[src/rtl/hififo_pkg.sv]
// rtl/hififo_pkg.sv - shared TLP constants, read-request FSM states and DW0 builder
package hififo_pkg;

   localparam logic [2:0] FMT_3DW_NODATA = 3'b000;
   localparam logic [2:0] FMT_4DW_NODATA = 3'b001;
   localparam logic [4:0] TYPE_MEM       = 5'b00000;

   typedef enum logic [1:0] {
      IDLE = 2'd0,
      HDR0 = 2'd1,
      HDR1 = 2'd2
   } rr_state_t;

   // DW0 of a memory read request: fmt/type, zeroed TC/attr/TD/EP fields, length in DW
   function automatic logic [31:0] build_dw0(input logic [2:0] fmt, input logic [9:0] len_dw);
      return {fmt, TYPE_MEM, 8'h00, 6'h00, len_dw};
   endfunction

endpackage

[src/rtl/hififo_rr_tlp.sv]
// rtl/hififo_rr_tlp.sv - serialises one FIFO read request into a Memory Read TLP; optional HIFIFO_RR_4DW_EN
module hififo_rr_tlp
   import hififo_pkg::*;
#(
   parameter int                  TAG_BITS = 3,
   parameter logic [7-TAG_BITS:0] TAG_BASE = '0,
   parameter int                  LEN_DW   = 128
) (
   input  logic                clock,
   input  logic                reset_n,
   input  logic [15:0]         requester_id,
   input  logic                rr_valid,
   input  logic [63:0]         rr_addr,
   output logic                rr_ready,
   output logic [63:0]         tx_data,
   output logic [7:0]          tx_keep,
   output logic                tx_valid,
   output logic                tx_last,
   input  logic                tx_ready,
   output logic [TAG_BITS-1:0] tag_count
);

   localparam logic [9:0] LEN_FIELD = 10'(LEN_DW);

   rr_state_t           state;
   rr_state_t           state_next;
   logic                accept;
   logic [TAG_BITS-1:0] tag_cnt;
   logic [31:2]         addr_lo_q;
   logic [15:0]         req_id_q;
   logic [7:0]          tag_q;
   logic [2:0]          fmt;
   logic [63:0]         hdr1_data;
   logic [7:0]          hdr1_keep;
   logic                unused_bits;

   // rr_ready guard keeps a still-high rr_valid from being taken twice
   assign accept    = (state == IDLE) && rr_valid && !rr_ready;
   assign tag_count = tag_cnt;

`ifdef HIFIFO_RR_4DW_EN
   logic [31:0] addr_hi_q;
   logic        is_4dw;

   assign is_4dw      = (addr_hi_q != 32'h0);
   assign fmt         = is_4dw ? FMT_4DW_NODATA : FMT_3DW_NODATA;
   assign hdr1_data   = is_4dw ? {addr_lo_q, 2'b00, addr_hi_q} : {32'h0, addr_lo_q, 2'b00};
   assign hdr1_keep   = is_4dw ? 8'hFF : 8'h0F;
   assign unused_bits = ^rr_addr[1:0];

   // upper address half only exists when 4DW headers can be emitted
   always_ff @(posedge clock or negedge reset_n) begin
      if (!reset_n)    addr_hi_q <= 32'h0;
      else if (accept) addr_hi_q <= rr_addr[63:32];
   end
`else
   assign fmt         = FMT_3DW_NODATA;
   assign hdr1_data   = {32'h0, addr_lo_q, 2'b00};
   assign hdr1_keep   = 8'h0F;
   assign unused_bits = ^{rr_addr[63:32], rr_addr[1:0]};
`endif

   // state, accept pulse and tag counter; tag advances when the TLP's last beat leaves
   always_ff @(posedge clock or negedge reset_n) begin
      if (!reset_n) begin
         state    <= IDLE;
         rr_ready <= 1'b0;
         tag_cnt  <= '0;
      end else begin
         state    <= state_next;
         rr_ready <= accept;
         if (state == HDR1 && tx_ready) tag_cnt <= tag_cnt + 1'b1;
      end
   end

   // capture the request at accept so later rr_addr/requester_id changes are ignored
   always_ff @(posedge clock or negedge reset_n) begin
      if (!reset_n) begin
         addr_lo_q <= '0;
         req_id_q  <= 16'h0;
         tag_q     <= 8'h0;
      end else if (accept) begin
         addr_lo_q <= rr_addr[31:2];
         req_id_q  <= requester_id;
         tag_q     <= {TAG_BASE, tag_cnt};
      end
   end

   // next state and beat outputs; outputs derive only from state and captured fields so they hold while stalled
   always_comb begin
      state_next = state;
      tx_valid   = 1'b0;
      tx_last    = 1'b0;
      tx_keep    = 8'h00;
      tx_data    = 64'h0;
      case (state)
         IDLE: begin
            if (accept) state_next = HDR0;
         end
         HDR0: begin
            tx_valid = 1'b1;
            tx_keep  = 8'hFF;
            tx_data  = {req_id_q, tag_q, 4'hF, 4'hF, build_dw0(fmt, LEN_FIELD)};
            if (tx_ready) state_next = HDR1;
         end
         HDR1: begin
            tx_valid = 1'b1;
            tx_last  = 1'b1;
            tx_keep  = hdr1_keep;
            tx_data  = hdr1_data;
            if (tx_ready) state_next = IDLE;
         end
         default: state_next = IDLE;
      endcase
   end

endmodule

[config.mk]
export PLATFORM = sky130hd
export DESIGN_NAME = hififo_rr_tlp
export DESIGN_NICKNAME = d
export VERILOG_FILES = /design/src/rtl/hififo_pkg.sv /design/src/rtl/hififo_rr_tlp.sv
export SDC_FILE = /design/constraint.sdc
export NUM_CORES = 1
export LEC_CHECK = 0
export BUFFER_PORTS_ARGS = -buffer_cell sky130_fd_sc_hd__buf_2
export CAP_MARGIN = 20
export CORE_MARGIN = 1.5
export CORE_UTILIZATION = 47
export CTS_CLUSTER_DIAMETER = 80
export DETAILED_ROUTE_END_ITERATION = 10
export HOLD_SLACK_MARGIN = 0.03
export MAX_ROUTING_LAYER = met4
export PLACE_DENSITY = 0.89
export SYNTH_ARGS = -nofsm -noshare
export SYNTH_HDL_FRONTEND = slang
export SYNTH_SLANG_ARGS = --single-unit
export TNS_END_PERCENT = 5
[constraint.sdc]
create_clock -name clock -period 2.9 [get_ports clock]
set_input_delay 0 -clock clock [delete_from_list [all_inputs] [get_ports clock]]
set_output_delay 0 -clock clock [all_outputs]
set_load 0.1 [all_outputs]
==> summary.md <==
For the cell area after synthesis, the log shows 0.00268 sq mm. The largest incremental delay on the critical path was 0.55 ns. Measured along the x axis, the die boundary spans 78.5 microns. The run finished with clean final reports. In this run the count of I/O pins placed on the die edge is 162.

The clock sink count is 55, and the final worst clock skew is 0.00975 ns. The TritonCTS buffer count was 5. For the summed negative setup slack over all endpoints, the log shows 0 ns.

Fill cells in the final layout number 419. Setup violations remaining at the end of the flow were counted as 0. The dominant register cell in the synthesized netlist is sky130_fd_sc_hd__dfrtp_1. TritonCTS built the clock tree.

The critical path start-end classification is flip-flop to output port. Buffers placed on the I/O ports in this run total 120. For this run the aggregate overflow at the end of global routing stands at 0.

CTS built an H-tree with a depth of 2. The count of different cell masters after synthesis came out at 20. Walking the worst path, the cells encountered are inv_1 -> ha_1 -> buf_4 -> and2_1 -> buf_2. For the finished layout, the period the worst path requires is 2.25 ns.

Along the worst path, the maximum fanout reaches 20. The tools report the overall fraction of global-route tracks in use as 20.6%. The first TritonRoute pass finished after 4 iterations.

Dividing the detail-routed wire length by the instance count gives 13.8 microns. The async set or reset register ratio after synthesis works out to 100%. The proportion of netlist area held by the largest area contributor works out to 51.4%. The post-synthesis cell count is 213.

The count of antenna diodes in the layout is 0. The net count of the finished layout is 451. The post-route netlist has 49.6% of its cells at a drive strength greater than 1. The kind of cell with the highest combined delay along the critical path is buffers and inverters.

The run gives 0 as the number of max-slew violations in the final report. The worst setup path is launched from a flip-flop. The clock root buffer master was sky130_fd_sc_hd__clkbuf_8.

Dividing the synthesized area by the synthesized cell count gives 12.6 sq um. The run gives 0 as the number of remaining DRC errors. In the global route stage, met3 resource usage came out at 3.49%.

The congestion estimate from routability-driven global placement came to 0.749. The number of hold-slack violations in the final timing report was 0; the critical path required time was 2.90 ns. Entering global routing, the biggest net connects 51 pins. In this run the most used layer during global routing was met2. After synthesis, the most frequently instantiated cells are sky130_fd_sc_hd__dfrtp_1 (55), sky130_fd_sc_hd__mux2_2 (47), sky130_fd_sc_hd__and2_1 (29), sky130_fd_sc_hd__buf_4 (25), sky130_fd_sc_hd__and3_1 (19).

Once the floorplan was initialized, standard cells occupied 48.6% of the core. The hold buffer count at cts is 48. At the pin with the least slew margin, the transition time is 0.714 ns.

Yosys printed 0 warnings. Wires add up to 5980 microns. Number of synthesized flops with an enable pin: 0. The count of routing violations after the opening detailed-route iteration was 104. After clock tree synthesis, the setup repair step added 0 buffers. The wire-length estimate of the detail-placed layout is 3680 microns.

Synthesis inferred 55 register bits. The post-detailed-route count of antenna-violating nets is 0. Sorting the synthesized cells by area gives the leading types as sky130_fd_sc_hd__dfrtp_1 (51%), sky130_fd_sc_hd__mux2_2 (20%), sky130_fd_sc_hd__buf_4 (7.0%).

The clock reaches the later pin of the worst-skew pair after 0.30 ns. The area growth from synthesis to layout is 39.4%. Max-cap violations in this run came to 0. STA classifies the critical path endpoint as an output port.

The logs give 2145 for the via count of the first global-routing pass and 2 for the maximum buffer depth of the clock tree. The clock transition time at the flip-flop clock pins of the worst setup and hold paths came out at 0.10 ns. Most repeated cell in the gate-level netlist after synthesis: sky130_fd_sc_hd__dfrtp_1. The placeable core region was 0.00551 sq mm. The number of gates given a new drive strength after cts came out at 0. At the worst endpoint, the arrival time is 2.25 ns.

The die is 78.5 microns tall. The floorplan has 27 rows. Using the TritonRoute via totals, the vias-per-cell ratio works out to 4.79. After layout, the worst path uses 77.5% of the clock period. Static timing analysis puts the maximum clock frequency at 445 MHz. For the first-pass GRT wire length, the log shows 9700 microns.

The tools report the sequential fraction of the synthesis area as 51.4%. Setup repair after global routing left no endpoint under its margin. The number of antenna violations at the first check in global routing came out at 0.

In this run the worst hold path is classified as primary input to flip-flop. The run gives 23.2% as the global routing met1 resource utilization. The worst-case headroom to the max-slew limit came out at 52.4%. The post-synthesis cell type with the largest combined area is sky130_fd_sc_hd__dfrtp_1. For met2 alone, demand over resource in global routing was 36.9%. The die covers 0.00616 sq mm. Total number of vias: 2083. The largest individual stage delay along the critical path comes from the cell sky130_fd_sc_hd__ha_1. Counting both buffers and inverters, the worst setup path holds a total of 3.
## metrics by stage
stage / setup slack [ns] / area (sq um) / hold slack [ns] / utilization (%) / std cells
final: 0.652 / 3730 / 0.0690 / 67.8 / 435
after global routing: 0.451 / 3730 / 0.108 / 67.8 / 435
after CTS: 0.610 / 3730 / 0.0584 / 67.8 / 435
after detailed placement: 0.877 / 3170 / 0.0354 / 57.6 / 379
after global placement: 0.919 / 3170 / 0.0328 / 57.6 / 379
after floorplan: 0.424 / 2700 / -0.296 / - / 219
## cells by family (layout without fill, tap and decap cells)
kind of cell	after synthesis	in the layout	synth area share, %
flops	55	55	51.4
simple gates	55	55	13.0
mux	51	51	21.4
buf+inv	39	183	9.81
fa+ha+maj	5	5	2.34
compound gates	5	5	1.21
xor+xnor	2	2	0.654
other cells	1	7	0.140
## worst paths after layout
path,startpoint,endpoint,slack (ns),cells past startpoint
max in group asynchronous,reset_n,tag_count[0],1.85,3
max,state[0],tx_data[31],0.65,5
max reg2reg,state[1],addr_lo_q[17],0.85,4
min,rr_valid,state[1],0.07,4
min reg2reg,addr_lo_q[12],addr_lo_q[12],0.49,1
min in group asynchronous,reset_n,addr_lo_q[5],0.24,2
## sequential cells by signal (all words and copies together) (netlist names)
| signal | count |
|---|---|
| addr_lo_q | 30 |
| req_id_q | 16 |
| tag_count | 3 |
| tag_q | 3 |
| state | 2 |
| rr_ready | 1 |
## area by class of cell
cell class	instances	area, sq um	area share (%)
clock inverters	3	15.0	0.402
inverters	4	15.0	0.402
repair buffers	171	1100	29.6
multi-input cells	125	1060	28.5
clock buffers	5	68.8	1.84
flip-flops and latches	55	1380	36.9
well taps	72	90.1	2.41
## cells in the final DEF, fill, tap and decap left out, types with 4 or more instances in the layout
cell type                         n
sky130_fd_sc_hd__dfrtp_1         55
sky130_fd_sc_hd__inv_1            4
sky130_fd_sc_hd__mux2_1           4
sky130_fd_sc_hd__buf_2          120
sky130_fd_sc_hd__dlygate4sd3_1   48
sky130_fd_sc_hd__mux2_2          47
sky130_fd_sc_hd__and2_1          29
sky130_fd_sc_hd__conb_1           7
sky130_fd_sc_hd__ha_1             5
sky130_fd_sc_hd__clkbuf_8         5
sky130_fd_sc_hd__and3_1          19
## tightest hold or removal path: cells and delay by family
kind,cells,cell delay (ns)
buffers and inverters,1,0.12
and+or+nand+nor,2,0.16
AOI/OAI and AO/OA,1,0.05
## per-layer routing
metal  share of wire (%)  up-vias
met5                   0        -
met4                 1.6        0
met3                 4.1       11
met2                  54       80
met1                  41     1011
li1                    -      981
Power is not shown: default switching activity piles up to over one toggle a cycle in this logic, so the estimate is an artifact.
